File: src/rtl/uart_cfg_pkg.sv
// Shared encodings for the configurable UART: parity modes, FSM states, defaults.
package uart_cfg_pkg;

  localparam int unsigned DEF_OVERSAMPLE = 16;

  localparam logic [1:0] PAR_NONE     = 2'b00;
  localparam logic [1:0] PAR_EVEN     = 2'b01;
  localparam logic [1:0] PAR_ODD      = 2'b10;
  localparam logic [1:0] PAR_NONE_ALT = 2'b11;

  localparam logic [2:0] RX_IDLE   = 3'd0;
  localparam logic [2:0] RX_START  = 3'd1;
  localparam logic [2:0] RX_DATA   = 3'd2;
  localparam logic [2:0] RX_PARITY = 3'd3;
  localparam logic [2:0] RX_STOP   = 3'd4;

  localparam logic [2:0] TX_IDLE   = 3'd0;
  localparam logic [2:0] TX_START  = 3'd1;
  localparam logic [2:0] TX_DATA   = 3'd2;
  localparam logic [2:0] TX_PARITY = 3'd3;
  localparam logic [2:0] TX_STOP   = 3'd4;

  // True when the mode carries a parity bit on the line.
  function automatic logic par_enabled(input logic [1:0] mode);
    return (mode == PAR_EVEN) || (mode == PAR_ODD);
  endfunction

endpackage

File: src/rtl/uart_baud_gen.sv
// Free-running sample-tick generator: one tick every i_div+1 clocks.
module uart_baud_gen #(
  parameter int unsigned DIV_BIT = 16
) (
  input  logic               clk,
  input  logic               rst,
  input  logic [DIV_BIT-1:0] i_div,
  output logic               o_tick
);

  logic [DIV_BIT-1:0] cnt_q;

  // Count 0..i_div, pulse the tick on wrap.
  always_ff @(posedge clk) begin
    if (rst) begin
      cnt_q  <= '0;
      o_tick <= 1'b0;
    end else if (cnt_q >= i_div) begin
      cnt_q  <= '0;
      o_tick <= 1'b1;
    end else begin
      cnt_q  <= cnt_q + DIV_BIT'(1);
      o_tick <= 1'b0;
    end
  end

endmodule

File: src/rtl/uart_cfg.sv
// Runtime-configurable UART: shared baud tick, oversampling RX and TX FSMs.
module uart_cfg
  import uart_cfg_pkg::*;
#(
  parameter int unsigned DATA_BITS  = 8,
  parameter int unsigned OVERSAMPLE = DEF_OVERSAMPLE,
  parameter int unsigned DIV_BIT    = 16
) (
  input  logic                 clk,
  input  logic                 rst,
  input  logic [DIV_BIT-1:0]   i_div,
  input  logic [1:0]           i_parity_mode,
  input  logic                 i_stop2,
  input  logic                 i_rx,
  output logic [DATA_BITS-1:0] o_rx_data,
  output logic                 o_rx_done_tick,
  output logic                 o_rx_parity_err,
  output logic                 o_rx_frame_err,
  input  logic                 i_tx_start,
  input  logic [DATA_BITS-1:0] i_tx_data,
  output logic                 o_tx,
  output logic                 o_tx_busy,
  output logic                 o_tx_done_tick
);

  localparam int unsigned SW = $clog2(OVERSAMPLE);
  localparam int unsigned NW = $clog2(DATA_BITS);
  localparam logic [SW-1:0] S_HALF = SW'(OVERSAMPLE / 2 - 1);
  localparam logic [SW-1:0] S_FULL = SW'(OVERSAMPLE - 1);
  localparam logic [NW-1:0] N_LAST = NW'(DATA_BITS - 1);

  logic tick;

  uart_baud_gen #(.DIV_BIT(DIV_BIT)) u_baud (
    .clk    (clk),
    .rst    (rst),
    .i_div  (i_div),
    .o_tick (tick)
  );

  // ---------------- RX ----------------
  logic                 rx_meta_q, rx_sync_q;
  logic [2:0]           rx_state_q, rx_state_d;
  logic [SW-1:0]        rx_scnt_q, rx_scnt_d;
  logic [NW-1:0]        rx_nbit_q, rx_nbit_d;
  logic [DATA_BITS-1:0] rx_shift_q, rx_shift_d;
  logic [1:0]           rx_mode_q, rx_mode_d;
  logic                 rx_pbit_q, rx_pbit_d;
  logic [DATA_BITS-1:0] rx_data_d;
  logic                 rx_perr_d, rx_ferr_d, rx_done_d;

  // Two-flop synchronizer on the asynchronous line, idling high.
  always_ff @(posedge clk) begin
    if (rst) begin
      rx_meta_q <= 1'b1;
      rx_sync_q <= 1'b1;
    end else begin
      rx_meta_q <= i_rx;
      rx_sync_q <= rx_meta_q;
    end
  end

  // RX next-state and datapath: mid-bit sampling, start-bit glitch rejection.
  always_comb begin
    rx_state_d = rx_state_q;
    rx_scnt_d  = rx_scnt_q;
    rx_nbit_d  = rx_nbit_q;
    rx_shift_d = rx_shift_q;
    rx_mode_d  = rx_mode_q;
    rx_pbit_d  = rx_pbit_q;
    rx_data_d  = o_rx_data;
    rx_perr_d  = o_rx_parity_err;
    rx_ferr_d  = o_rx_frame_err;
    rx_done_d  = 1'b0;
    case (rx_state_q)
      RX_IDLE: begin
        if (!rx_sync_q) begin
          rx_state_d = RX_START;
          rx_scnt_d  = '0;
          rx_mode_d  = i_parity_mode;
        end
      end
      RX_START: begin
        if (tick) begin
          if (rx_scnt_q == S_HALF) begin
            rx_scnt_d = '0;
            rx_nbit_d = '0;
            rx_state_d = rx_sync_q ? RX_IDLE : RX_DATA;
          end else begin
            rx_scnt_d = rx_scnt_q + SW'(1);
          end
        end
      end
      RX_DATA: begin
        if (tick) begin
          if (rx_scnt_q == S_FULL) begin
            rx_scnt_d  = '0;
            rx_shift_d = {rx_sync_q, rx_shift_q[DATA_BITS-1:1]};
            if (rx_nbit_q == N_LAST) begin
              rx_state_d = par_enabled(rx_mode_q) ? RX_PARITY : RX_STOP;
            end else begin
              rx_nbit_d = rx_nbit_q + NW'(1);
            end
          end else begin
            rx_scnt_d = rx_scnt_q + SW'(1);
          end
        end
      end
      RX_PARITY: begin
        if (tick) begin
          if (rx_scnt_q == S_FULL) begin
            rx_scnt_d  = '0;
            rx_pbit_d  = rx_sync_q;
            rx_state_d = RX_STOP;
          end else begin
            rx_scnt_d = rx_scnt_q + SW'(1);
          end
        end
      end
      RX_STOP: begin
        if (tick) begin
          if (rx_scnt_q == S_FULL) begin
            rx_scnt_d  = '0;
            rx_data_d  = rx_shift_q;
            rx_perr_d  = par_enabled(rx_mode_q) &&
                         (rx_pbit_q != ((^rx_shift_q) ^ (rx_mode_q == PAR_ODD)));
            rx_ferr_d  = !rx_sync_q;
            rx_done_d  = 1'b1;
            rx_state_d = RX_IDLE;
          end else begin
            rx_scnt_d = rx_scnt_q + SW'(1);
          end
        end
      end
      default: rx_state_d = RX_IDLE;
    endcase
  end

  // RX state and result registers.
  always_ff @(posedge clk) begin
    if (rst) begin
      rx_state_q      <= RX_IDLE;
      rx_scnt_q       <= '0;
      rx_nbit_q       <= '0;
      rx_shift_q      <= '0;
      rx_mode_q       <= PAR_NONE;
      rx_pbit_q       <= 1'b0;
      o_rx_data       <= '0;
      o_rx_parity_err <= 1'b0;
      o_rx_frame_err  <= 1'b0;
      o_rx_done_tick  <= 1'b0;
    end else begin
      rx_state_q      <= rx_state_d;
      rx_scnt_q       <= rx_scnt_d;
      rx_nbit_q       <= rx_nbit_d;
      rx_shift_q      <= rx_shift_d;
      rx_mode_q       <= rx_mode_d;
      rx_pbit_q       <= rx_pbit_d;
      o_rx_data       <= rx_data_d;
      o_rx_parity_err <= rx_perr_d;
      o_rx_frame_err  <= rx_ferr_d;
      o_rx_done_tick  <= rx_done_d;
    end
  end

  // ---------------- TX ----------------
  logic [2:0]           tx_state_q, tx_state_d;
  logic [SW-1:0]        tx_scnt_q, tx_scnt_d;
  logic [NW-1:0]        tx_nbit_q, tx_nbit_d;
  logic [DATA_BITS-1:0] tx_shift_q, tx_shift_d;
  logic                 tx_par_en_q, tx_par_en_d;
  logic                 tx_pbit_q, tx_pbit_d;
  logic                 tx_stop2_q, tx_stop2_d;
  logic                 tx_second_q, tx_second_d;
  logic                 tx_d, tx_busy_d, tx_done_d;

  // TX next-state and line value; the line bit is chosen on each transition.
  always_comb begin
    tx_state_d  = tx_state_q;
    tx_scnt_d   = tx_scnt_q;
    tx_nbit_d   = tx_nbit_q;
    tx_shift_d  = tx_shift_q;
    tx_par_en_d = tx_par_en_q;
    tx_pbit_d   = tx_pbit_q;
    tx_stop2_d  = tx_stop2_q;
    tx_second_d = tx_second_q;
    tx_d        = o_tx;
    tx_busy_d   = o_tx_busy;
    tx_done_d   = 1'b0;
    case (tx_state_q)
      TX_IDLE: begin
        tx_d = 1'b1;
        if (i_tx_start) begin
          tx_state_d  = TX_START;
          tx_scnt_d   = '0;
          tx_shift_d  = i_tx_data;
          tx_par_en_d = par_enabled(i_parity_mode);
          tx_pbit_d   = (^i_tx_data) ^ (i_parity_mode == PAR_ODD);
          tx_stop2_d  = i_stop2;
          tx_busy_d   = 1'b1;
          tx_d        = 1'b0;
        end
      end
      TX_START: begin
        if (tick) begin
          if (tx_scnt_q == S_FULL) begin
            tx_scnt_d  = '0;
            tx_nbit_d  = '0;
            tx_state_d = TX_DATA;
            tx_d       = tx_shift_q[0];
          end else begin
            tx_scnt_d = tx_scnt_q + SW'(1);
          end
        end
      end
      TX_DATA: begin
        if (tick) begin
          if (tx_scnt_q == S_FULL) begin
            tx_scnt_d  = '0;
            tx_shift_d = {1'b0, tx_shift_q[DATA_BITS-1:1]};
            if (tx_nbit_q == N_LAST) begin
              tx_second_d = 1'b0;
              if (tx_par_en_q) begin
                tx_state_d = TX_PARITY;
                tx_d       = tx_pbit_q;
              end else begin
                tx_state_d = TX_STOP;
                tx_d       = 1'b1;
              end
            end else begin
              tx_nbit_d = tx_nbit_q + NW'(1);
              tx_d      = tx_shift_q[1];
            end
          end else begin
            tx_scnt_d = tx_scnt_q + SW'(1);
          end
        end
      end
      TX_PARITY: begin
        if (tick) begin
          if (tx_scnt_q == S_FULL) begin
            tx_scnt_d   = '0;
            tx_second_d = 1'b0;
            tx_state_d  = TX_STOP;
            tx_d        = 1'b1;
          end else begin
            tx_scnt_d = tx_scnt_q + SW'(1);
          end
        end
      end
      TX_STOP: begin
        if (tick) begin
          if (tx_scnt_q == S_FULL) begin
            tx_scnt_d = '0;
            tx_d      = 1'b1;
            if (tx_stop2_q && !tx_second_q) begin
              tx_second_d = 1'b1;
            end else begin
              tx_state_d = TX_IDLE;
              tx_busy_d  = 1'b0;
              tx_done_d  = 1'b1;
            end
          end else begin
            tx_scnt_d = tx_scnt_q + SW'(1);
          end
        end
      end
      default: begin
        tx_state_d = TX_IDLE;
        tx_busy_d  = 1'b0;
        tx_d       = 1'b1;
      end
    endcase
  end

  // TX state and registered line outputs.
  always_ff @(posedge clk) begin
    if (rst) begin
      tx_state_q     <= TX_IDLE;
      tx_scnt_q      <= '0;
      tx_nbit_q      <= '0;
      tx_shift_q     <= '0;
      tx_par_en_q    <= 1'b0;
      tx_pbit_q      <= 1'b0;
      tx_stop2_q     <= 1'b0;
      tx_second_q    <= 1'b0;
      o_tx           <= 1'b1;
      o_tx_busy      <= 1'b0;
      o_tx_done_tick <= 1'b0;
    end else begin
      tx_state_q     <= tx_state_d;
      tx_scnt_q      <= tx_scnt_d;
      tx_nbit_q      <= tx_nbit_d;
      tx_shift_q     <= tx_shift_d;
      tx_par_en_q    <= tx_par_en_d;
      tx_pbit_q      <= tx_pbit_d;
      tx_stop2_q     <= tx_stop2_d;
      tx_second_q    <= tx_second_d;
      o_tx           <= tx_d;
      o_tx_busy      <= tx_busy_d;
      o_tx_done_tick <= tx_done_d;
    end
  end

endmodule

File: config.mk
export PLATFORM = sky130hd
export DESIGN_NAME = uart_cfg
export DESIGN_NICKNAME = d
export VERILOG_FILES = /design/src/rtl/uart_cfg_pkg.sv /design/src/rtl/uart_baud_gen.sv /design/src/rtl/uart_cfg.sv
export SDC_FILE = /design/constraint.sdc
export NUM_CORES = 1
export LEC_CHECK = 0
export CORE_MARGIN = 1
export CORE_UTILIZATION = 29
export DETAILED_ROUTE_END_ITERATION = 12
export GPL_TIMING_DRIVEN = 0
export PLACE_DENSITY = 0.51
export REMOVE_ABC_BUFFERS = 1
export SLEW_MARGIN = 25
export SYNTH_ARGS = -nofsm -noshare
export SYNTH_HDL_FRONTEND = slang
export SYNTH_SLANG_ARGS = --single-unit
export TNS_END_PERCENT = 20
File: constraint.sdc
create_clock -name clk -period 6.33 [get_ports clk]
set_input_delay 1.266 -clock clk [delete_from_list [all_inputs] [get_ports clk]]
set_output_delay 1.266 -clock clk [all_outputs]
set_load 0.03 [all_outputs]
==> results.json <==
{
  "rsz0062_at_grt": "no",
  "post_cts_buffers": 0,
  "crit_path_top_delay_cell": "nor2_2",
  "outcome": "finished clean",
  "cpPeakStageDelay_ns": 0.58,
  "cp-start-kind": "input pin",
  "drt_iter0_drc": 153,
  "end_kind": "register",
  "synthXorXnorAreaFrac_pct": 7.83,
  "arrival_ns": 3.72,
  "synth_compound_area_share_pct": 14.7,
  "routed_wl_um": 8850,
  "layout_commonest_cell": "dfxtp_1",
  "start_util_pct": 29.8,
  "track_usage_pct": 12.9,
  "dp_cells": 676,
  "synth-edff-count": 0,
  "nNetsFinal": 563,
  "cts_root_buffer": "clkbuf_16",
  "synthAdderAreaFrac_pct": 7.56,
  "cts_buffer_depth": 2,
  "clock-sinks": 76,
  "grt_pass1_vias": 3349,
  "yosys.cell_types.count": 53,
  "clock_skew_ns": 0.00933,
  "final_cell_mix": "76 x dfxtp_1, 58 x nor2_1, 43 x clkdlybuf4s50_1, 30 x inv_1, 30 x mux2i_1",
  "vias": 3372,
  "grt_max_degree": 65,
  "place.gp.congestion": 0.770,
  "post_cts_resized": 0,
  "synthArstFlopShare_pct": 0,
  "power_per_cell_area_nw_per_um2": 252,
  "critPathMaxFanout": 17,
  "synth_ff_type": "dfxtp_1",
  "maxCapViolations": 0,
  "grt_pass1_wl_um": 15000,
  "cts.htree.levels": 3,
  "die_height_um": 121,
  "ant_nets": 0,
  "cts_tree": "done",
  "fin_area_um2": 5030,
  "setup_violations": 0,
  "die-area_um2": 14700,
  "io_buffers": 44,
  "synth_top_family_by_area": "simple AND/OR/NAND/NOR gates",
  "crit_family": "simple AND/OR/NAND/NOR gates",
  "synth_seq_area_share_pct": 36.8,
  "yosys_warnings": 0,
  "path_class": "in2reg",
  "die_x_um": 121,
  "overflow": 0,
  "antenna_found_initial": 0,
  "fill_cells": 1417,
  "num_io_pins": 45,
  "maxSlewHeadroom_pct": 48.1,
  "fin_ws_ns": 2.79,
  "critical_path_buf_inv_count": 2,
  "clkLatencyLatePin_ns": 0.34,
  "hold_viol_final": 0,
  "tightest_slew_ns": 0.774,
  "hpwl_um": 6240,
  "slew_violations": 0,
  "antennaDiodeCount": 0,
  "synthCells": 477,
  "tns_ns": 0,
  "yosys.area_share.simple_pct": 20.0,
  "drive_gt1_share_pct": 5.08,
  "crit_chain": "clkdlybuf4s50_1 > inv_1 > ha_1 > nand3_1 > nor2_2 > a221o_1 > nand2b_1 > a211oi_1",
  "drt_first_pass_iters": 4,
  "synth_mux_area_share_pct": 7.53,
  "drcViolationCount": 0,
  "cp_data_required_time_ns": 6.51,
  "wl_per_cell_um": 12.8,
  "timing.final.crit_share_pct": 55.9,
  "synth-seq-cells": 76,
  "clkTransAtPathRegs_ns": 0.06,
  "num_rows": 43,
  "cts_buffers": 9,
  "period_minus_slack_ns": 3.54,
  "final_cells": 692,
  "dpl-instance-area_um2": 4680,
  "worstHoldPathType": "reg2reg",
  "synth_area_per_cell_um2": 8.67,
  "worst_ir_drop_vdd_mv": 0.135,
  "cts_hold_buf": 0,
  "syn_area_um2": 4140,
  "core_area_um2": 13900,
  "preCtsSetupSlack_ns": 2.46,
  "p_leak_nw": 1.97,
  "vias_per_cell": 4.87,
  "areaGrowthSynthToFinish_pct": 21.7,
  "fmax_ghz": 0.283
}
synthesized netlist by cell type, drive strengths merged (4+ instances only):
library cell  number  area [um^2]
dfxtp             76         1520
nor2              60          228
inv               30          113
mux2i             30          300
nand2             26         97.6
a211oi            25          188
ha                25          313
a21oi             24          120
xnor2             22          200
o21ai             16         80.1
buf               15         81.3
nand3             14         70.1
nor3              12         65.1
clkbuf            10         37.5
xor2               9         78.8
nand2b             8         50.1
nor3b              7         52.6
nor4               7         43.8
a31oi              5         31.3
nand4              5         31.3
or3                4         25.0
registers in the layout (all words and copies together), names as in the netlist, 2 cells and up:
signal,cells
rx_mode_q,2
rx_shift_q,8
rx_scnt_q,4
o_rx_data,8
u_baud.cnt_q,16
rx_nbit_q,3
tx_state_q,3
tx_nbit_q,3
tx_shift_q,8
tx_scnt_q,4
rx_state_q,3
cell families (layout without fill, tap and decap cells):
group,count (synthesis),after routing
AO/OA/AOI/OAI,92,92
multiplexers,31,31
buffers and inverters,55,90
flip-flops,76,76
adder cells (fa/ha/maj),25,25
XOR/XNOR,33,33
AND/OR/NAND/NOR,165,165
per-stage QoR:
step,total power [W],hold slack (ns),utilization (%)
floorplan,0.000620,0.389,-
global placement,0.000673,0.392,33.7
detailed placement,0.000676,0.394,33.7
CTS,0.00129,0.407,36.3
global route,0.00133,0.448,36.3
finish,0.00127,0.407,36.3
power breakdown:
part	internal [W]	switching [W]	leakage (nW)	total, W
Sequential	0.000495	0.0000201	0.617	0.000515
Clock	0.000406	0.000199	0.173	0.000605
Combinational	0.0000715	0.0000769	1.18	0.000148
Total	0.000972	0.000296	1.97	0.00127
area by class of cell:
type	instances	area [um^2]	area share, %
inverter	30	113	2.24
multi-input combinational	346	2390	47.4
clock buffer	12	256	5.09
tap	180	225	4.47
sequential	76	1520	30.2
timing repair buffer	44	438	8.70
clock inverter	4	95.1	1.89
final timing paths:
kind | slack (ns) | cells past startpoint | start | to
worst max register to register | 3.86 | 6 | u_baud.cnt_q[13]$_SDFF_PP0_ | u_baud.cnt_q[15]$_SDFF_PP0_
worst min register to register | 0.41 | 1 | rx_meta_q$_SDFF_PP1_ | rx_sync_q$_SDFF_PP1_
worst max-delay path | 2.79 | 8 | i_div[13] | u_baud.cnt_q[15]$_SDFF_PP0_
worst min-delay path | 0.41 | 1 | rx_meta_q$_SDFF_PP1_ | rx_sync_q$_SDFF_PP1_
layer usage:
layer	up-vias	global-route usage (%)	part of all wire, %	wire length (um)
met3	8	4.09	3.2	284
met5	-	0	0	0
met2	36	22.7	48	4270
met1	1570	14.6	48	4210
met4	0	3.94	1.0	90
li1	1758	-	-	-
worst register-to-register path: cells and delay by family, from the launching register on:
family / cells / cell delay, ns
compound gates: 2 / 0.41
simple gates: 3 / 1.23
flops: 1 / 0.34
fa+ha+maj: 1 / 0.33
(Power assumes the default switching activity.)
